==> config.mk <==
export PLATFORM = sky130hd
export DESIGN_NAME = dmem_responder
export DESIGN_NICKNAME = d
export VERILOG_FILES = /design/src/rtl/dmem_responder.sv
export SDC_FILE = /design/constraint.sdc
export NUM_CORES = 2
export LEC_CHECK = 0
export CAP_MARGIN = 30
export CORE_ASPECT_RATIO = 0.7
export CORE_MARGIN = 3
export CORE_UTILIZATION = 60
export CTS_BUF_LIST = sky130_fd_sc_hd__clkbuf_16
export DETAILED_ROUTE_END_ITERATION = 12
export HOLD_SLACK_MARGIN = 0.06
export PLACE_DENSITY_LB_ADDON = 0.15
export SYNTH_ARGS = -nofsm -noshare
export SYNTH_HDL_FRONTEND = slang
export SYNTH_SLANG_ARGS = --single-unit
export TNS_END_PERCENT = 20
==> constraint.sdc <==
create_clock -name clk -period 9.51 [get_ports clk]
set_input_delay 1.902 -clock clk [delete_from_list [all_inputs] [get_ports clk]]
set_output_delay 1.902 -clock clk [all_outputs]
set_load 0.1 [all_outputs]
==> src/rtl/dmem_responder.sv <==
// Wait-stated data memory for the MIPS MEM stage: stalls the pipeline, then pulses done.
// Optional request checking (misaligned / read+write) is enabled by DMEM_ERR_CHECK_EN.
module dmem_responder #(
    parameter int DEPTH       = 64,
    parameter int WAIT_CYCLES = 2
) (
    input  logic        clk,
    input  logic        rst_n,
    input  logic        mem_read,
    input  logic        mem_write,
    input  logic [31:0] addr,
    input  logic [31:0] wdata,
    output logic [31:0] rdata,
    output logic        stall,
    output logic        done,
    output logic        addr_err
);
    localparam int IW = $clog2(DEPTH);
    localparam logic [3:0] WAIT_LOAD = (WAIT_CYCLES > 0) ? 4'(WAIT_CYCLES - 1) : 4'd0;

    typedef enum logic [1:0] {IDLE, WAIT, RESP} state_t;

    state_t        state;
    logic [3:0]    cnt;
    logic [IW+1:0] addr_q;
    logic [31:0]   wdata_q;
    logic          read_q;
    logic          write_q;
    logic [31:0]   mem [DEPTH];

    logic          req;
    logic          commit;
    logic          c_read;
    logic          c_write;
    logic          c_err;
    logic          do_write;
    logic          do_read;
    logic [IW+1:0] c_addr;
    logic [31:0]   c_wdata;
    logic          unused_bits;

    assign req   = mem_read | mem_write;
    assign stall = ((state == IDLE) && req) || (state == WAIT);

    // With zero wait states the access commits straight from IDLE using the live inputs.
    always_comb begin
        c_addr  = addr_q;
        c_wdata = wdata_q;
        c_read  = read_q;
        c_write = write_q;
        commit  = 1'b0;
        if (state == IDLE) begin
            c_addr  = addr[IW+1:0];
            c_wdata = wdata;
            c_read  = mem_read;
            c_write = mem_write;
            commit  = req && (WAIT_CYCLES == 0);
        end else if (state == WAIT) begin
            commit = (cnt == 4'd0);
        end
    end

`ifdef DMEM_ERR_CHECK_EN
    assign c_err = (c_addr[1:0] != 2'b00) || (c_read && c_write);
`else
    assign c_err = 1'b0;
`endif

    assign do_write    = commit && c_write && !c_err;
    assign do_read     = commit && c_read && !c_write && !c_err;
    assign unused_bits = ^{addr, c_addr};

    always_ff @(posedge clk) begin
        if (do_write) mem[c_addr[IW+1:2]] <= c_wdata;
    end

    always_ff @(posedge clk or negedge rst_n) begin
        if (!rst_n) begin
            state    <= IDLE;
            cnt      <= 4'd0;
            rdata    <= 32'd0;
            done     <= 1'b0;
            addr_err <= 1'b0;
            addr_q   <= '0;
            wdata_q  <= 32'd0;
            read_q   <= 1'b0;
            write_q  <= 1'b0;
        end else begin
            done     <= 1'b0;
            addr_err <= 1'b0;
            if (do_read) rdata <= mem[c_addr[IW+1:2]];
            if (commit) begin
                done     <= 1'b1;
                addr_err <= c_err;
            end
            case (state)
                IDLE: begin
                    if (req) begin
                        addr_q  <= addr[IW+1:0];
                        wdata_q <= wdata;
                        read_q  <= mem_read;
                        write_q <= mem_write;
                        cnt     <= WAIT_LOAD;
                        state   <= (WAIT_CYCLES == 0) ? RESP : WAIT;
                    end
                end
                WAIT: begin
                    if (cnt == 4'd0) state <= RESP;
                    else             cnt   <= cnt - 4'd1;
                end
                RESP:    state <= IDLE;
                default: state <= IDLE;
            endcase
        end
    end
endmodule

# Word level (Yosys, flattened, before mapping)
# Memories as Yosys holds them, arrays and structs flattened. A register that Yosys moved wholly into a read port is not among the register bits.
# Cells that the tools add are included.
[word_totals] ff_bits=49 mem_bits_rw=2048 output_inout_bits=35 wordCells=42 memories=1
[mem_list] name="mem" words=64 word_bits=32 rd=1 rd_clocked_by_memory_dff=1 write_ports=1 line="29" rtl="logic [31:0] mem [DEPTH];"
[op_classes] addsub=1 eq_ne=4 muxes=15 bitwise=1 reduce_logical=13
[op_table] op="two-way mux 32 bit" count=1
[op_table] op="two-way mux 4 bit" count=2
[op_table] op="two-way mux 8 bit" count=1
[op_table] op="one-hot mux 4 bit (2 select lines)" count=1
[op_table] op="two-way mux 1 bit" count=7
[op_table] op="logical AND 1 bit" count=4
[op_table] op="zero test 4 bit" count=1
[op_table] op="two-way mux 2 bit" count=2
[op_table] op="!= test 2 bit, second input constant" count=2
[op_table] op="one-hot mux 2 bit (2 select lines)" count=1
[op_table] op="AND reduction 2 bit" count=2
[op_table] op="subtractor 4 x 1 -> 4 bit, second input constant" count=1
[op_table] op="AND reduction 3 bit" count=1
[op_table] op="equality test 2 x 1 -> 1 bit, second input constant" count=1
[op_table] op="zero test 1 bit" count=2
[op_table] op="zero test 2 bit" count=1
[op_table] op="!= test 2 x 1 -> 1 bit, second input constant" count=1
[op_table] op="nonzero test 2 bit" count=1
[op_table] op="logical OR 1 bit" count=1
[op_table] op="OR 1 bit" count=1

# Logic depth before layout (Yosys ltp)
[logic_depth] ltp_word=6 depth_mapped=11 depth_no_buf=7

# Worst setup path before layout
# Ideal clock, no wire load.
[synth_timing] path_kind="input to register" from="input addr[2]" to="memory mem[23][0] (enable)" setup_time_ps=421 t_arrival_ps=4865 t_required_ps=9089 path_slack_ps=4224 path_stages=8 path_buffers=4 path_cell_list="buf_2 > or3b_1 > buf_2 > a22oi_1 > buf_2 > buf_1 > nand2_1 > nor2_1"
[synth_between] elab_chain_cells=1
[synth_rtl] element="start, declared" line="11" rtl="input logic [31:0] addr,"
[synth_rtl] element="two-way mux 8 bit" line="52" rtl="if (state == IDLE) begin"
[synth_rtl] element="end, declared" line="29"
# No other way between the ends.

# Worst setup path in the final report
[layout_timing] from="input addr[3]" to="memory mem[1][23] (enable)"
# The elaborated chain is that of the path after synthesis.

==> results.toml <==
[synth]
avgSynthCellArea_um2 = 16.92
syn_area_um2 = 81180
syn_nets = 4868
yosysSeqAreaShare = 0.7819
post-synth-top-area-cell = "edfxtp_1"
synth_cells = 4799
synth_top_cell_area_share = 0.7576
yosysWarnings = 0
synth_cell_types = 78
synth-main-ff-cell = "edfxtp_1"
synthTopCellsByArea = "edfxtp_1 (76%), mux2i_1 (5.8%), dfrtp_1 (2.4%)"
ys_async_sr_fraction = 0.03714
synth_edf_count = 2048
ys_seq_elements = 2127

[timing]
report.final.hold_viol_count = 0
setup_tns_ps = 0
fmax_mhz = 159.8
final_max_slew_viol_count = 0
finalSetupViolations = 0
period_minus_slack_ps = 6259
rsz0062_at_grt = "false"
maxSlewHeadroom = 0.2087
fin_skew_ps = 28.36
min_period_over_period = 0.6581
worst_slew_pin_slew_ps = 1172
worst_slack_ps = 3251

[critical_path]
timing.rr.end = "mem[1][23]"
required_ps = 10000
crit_start = "addr[3]"
worstReg2RegStart = "state[1]"
reg2reg_slack_ps = 4630
endpoint = "mem[1][23]"
path_class = "input pin to flop"
start_kind = "input pin"
critPathArrivalTime_ps = 6750
endpoint_kind = "flop"
critPathMaxFanout = 19
rr_worst_depth = 6

[final_layout]
drive_above_1_share = 0.1216
nets = 4986
final_cells = 6846
stdcell_area_um2 = 91060
layout_common_cells = "edfxtp_1 (2048), mux2i_1 (468), nand2_1 (398)"
mostFrequentLayoutCell = "edfxtp_1"
synthToLayoutAreaGrowth_pct = 12.18

[floorplan]
core-area_um2 = 133800
die_x_um = 445.6
dieArea_um2 = 139800
ios = 103
num_rows = 112
die_h_um = 313.7
start_util = 0.6066

[min_path]
hp-class = "flop to flop"

[global_routing]
grt_pass1_vias = 45430
grt-ovfl-total = 0
grt_pass1_wl_mm = 336.9
antenna_found_initial = 7
track_usage = 0.3412
grt_max_degree = 135

[clocking]
htreeDepth = 4
path_clk_slew_ps = 60
clockRootBuffer = "clkbuf_16"
tritoncts = "done"
cts_buffer_depth = 3
cts.repair.resized = 0
cts_buffers = 188
clock-sinks = 2127
hold_buffers = 0
post_cts_buffers = 0
clkLatencyLatePin_ps = 830

[place]
place_inst = 6492
dpl_cell_area_um2 = 85080
hpwl_mm = 128.6
port_buffers = 75
pre_cts_slack_ps = 2561
place_congestion = 0.8537

[detailed_routing]
vias = 47920
ant_nets = 0
drc = 0
wl_mm = 240.0
drtIter0Drc = 8081
wl_per_cell_um = 35.05
first_pass_iters = 9
via_per_inst = 6.999

[outcome]
outcome = "completed"

[power_and_ir_drop]
peakVddDrop_uv = 417.4
power.density_nw_per_um2 = 342.3
leakage_nw = 30.76

[job]
drv_cap = 0
[state kept, by name (all words and copies together) (netlist names), 2 cells and up]
register	cells
addr_q	6
cnt	4
mem	2048
rdata	32
state	2
wdata_q	32
[metrics by stage]
step           hold slack [ps]  utilization  power (mW)
2_1_floorplan            437.2            -       19.34
3_3_place_gp             458.6       0.6329       23.29
3_5_place_dp             462.4       0.6358       23.61
4_1_cts                  478.1       0.6801       30.95
5_1_grt                  495.9       0.6803       32.03
6_report                 476.2       0.6805       31.17
[kinds of logic after synthesis]
logic type	Yosys count	share of synthesized area
AO/OA/AOI/OAI	1127	0.09797
XOR/XNOR	2	0.0002158
adder cells (fa/ha/maj)	1	0.0001541
buffers and inverters	323	0.01736
flip-flops	2127	0.7819
multiplexers	536	0.06723
other	1	0.00004620
AND/OR/NAND/NOR	682	0.03508
[Yosys cell counts, types with 10 or more instances]
cell / count
a2111oi_0: 23
a211oi_1: 23
a21oi_1: 177
a221o_1: 29
a221oi_1: 153
a222oi_1: 91
a22o_1: 27
a22oi_1: 47
a31oi_1: 20
buf_1: 41
buf_2: 115
clkbuf_1: 150
dfrtp_1: 79
edfxtp_1: 2048
mux2_2: 63
mux2i_1: 470
nand2_1: 433
nand3_1: 35
nand4_1: 11
nor2_1: 136
nor3_1: 14
o211ai_1: 10
o21a_1: 29
o21ai_0: 181
o221ai_1: 16
o22ai_1: 222
o32a_1: 14
[per-layer routing]
metal	wire length (um)	global-route usage	vias up	part of all wire
met5	13	0	-	0.000054
met3	32480	0.07839	452	0.14
met4	8469	0.1243	2	0.035
met1	92290	0.5064	24310	0.38
li1	-	-	19630	-
met2	106700	0.5016	3521	0.44
[worst max-delay path: stages]
cell and delay [ps]:
clkdlybuf4s50_1 800, nor4_1 930, a21oi_4 60, nor2_1 710
nand2_1 750, nor2_4 1090, buf_4 470
[where the power goes]
group / leakage, nW / total, mW / switching (mW) / internal [mW]
registers: 19.5 / 12.5 / 0.213 / 12.3
clock network: 3.08 / 7.46 / 3.36 / 4.10
logic: 8.19 / 11.2 / 8.12 / 3.06
total: 30.8 / 31.2 / 11.7 / 19.5
[area by class of cell]
cell class	count	area, um2
repair buffers	245	2395
multi-input cells	2349	17010
clock buffers	193	4830
flip-flops and latches	2127	63480
inverters	6	22.52
clock inverters	152	1101
well taps	1767	2211
diodes	7	17.52
fillers	8736	42760
[how the worst min path moves through the flow]
stage	startpoint	to	slack, ps	cells after the start
2_1_floorplan	read_q	read_q	440	2
3_3_place_gp	read_q	read_q	460	2
3_5_place_dp	wdata_q[9]	wdata_q[9]	460	2
4_1_cts	wdata_q[9]	wdata_q[9]	480	2
5_1_grt	wdata_q[21]	wdata_q[21]	500	2
6_report	wdata_q[9]	wdata_q[9]	480	2
(Power assumes the default switching activity.)
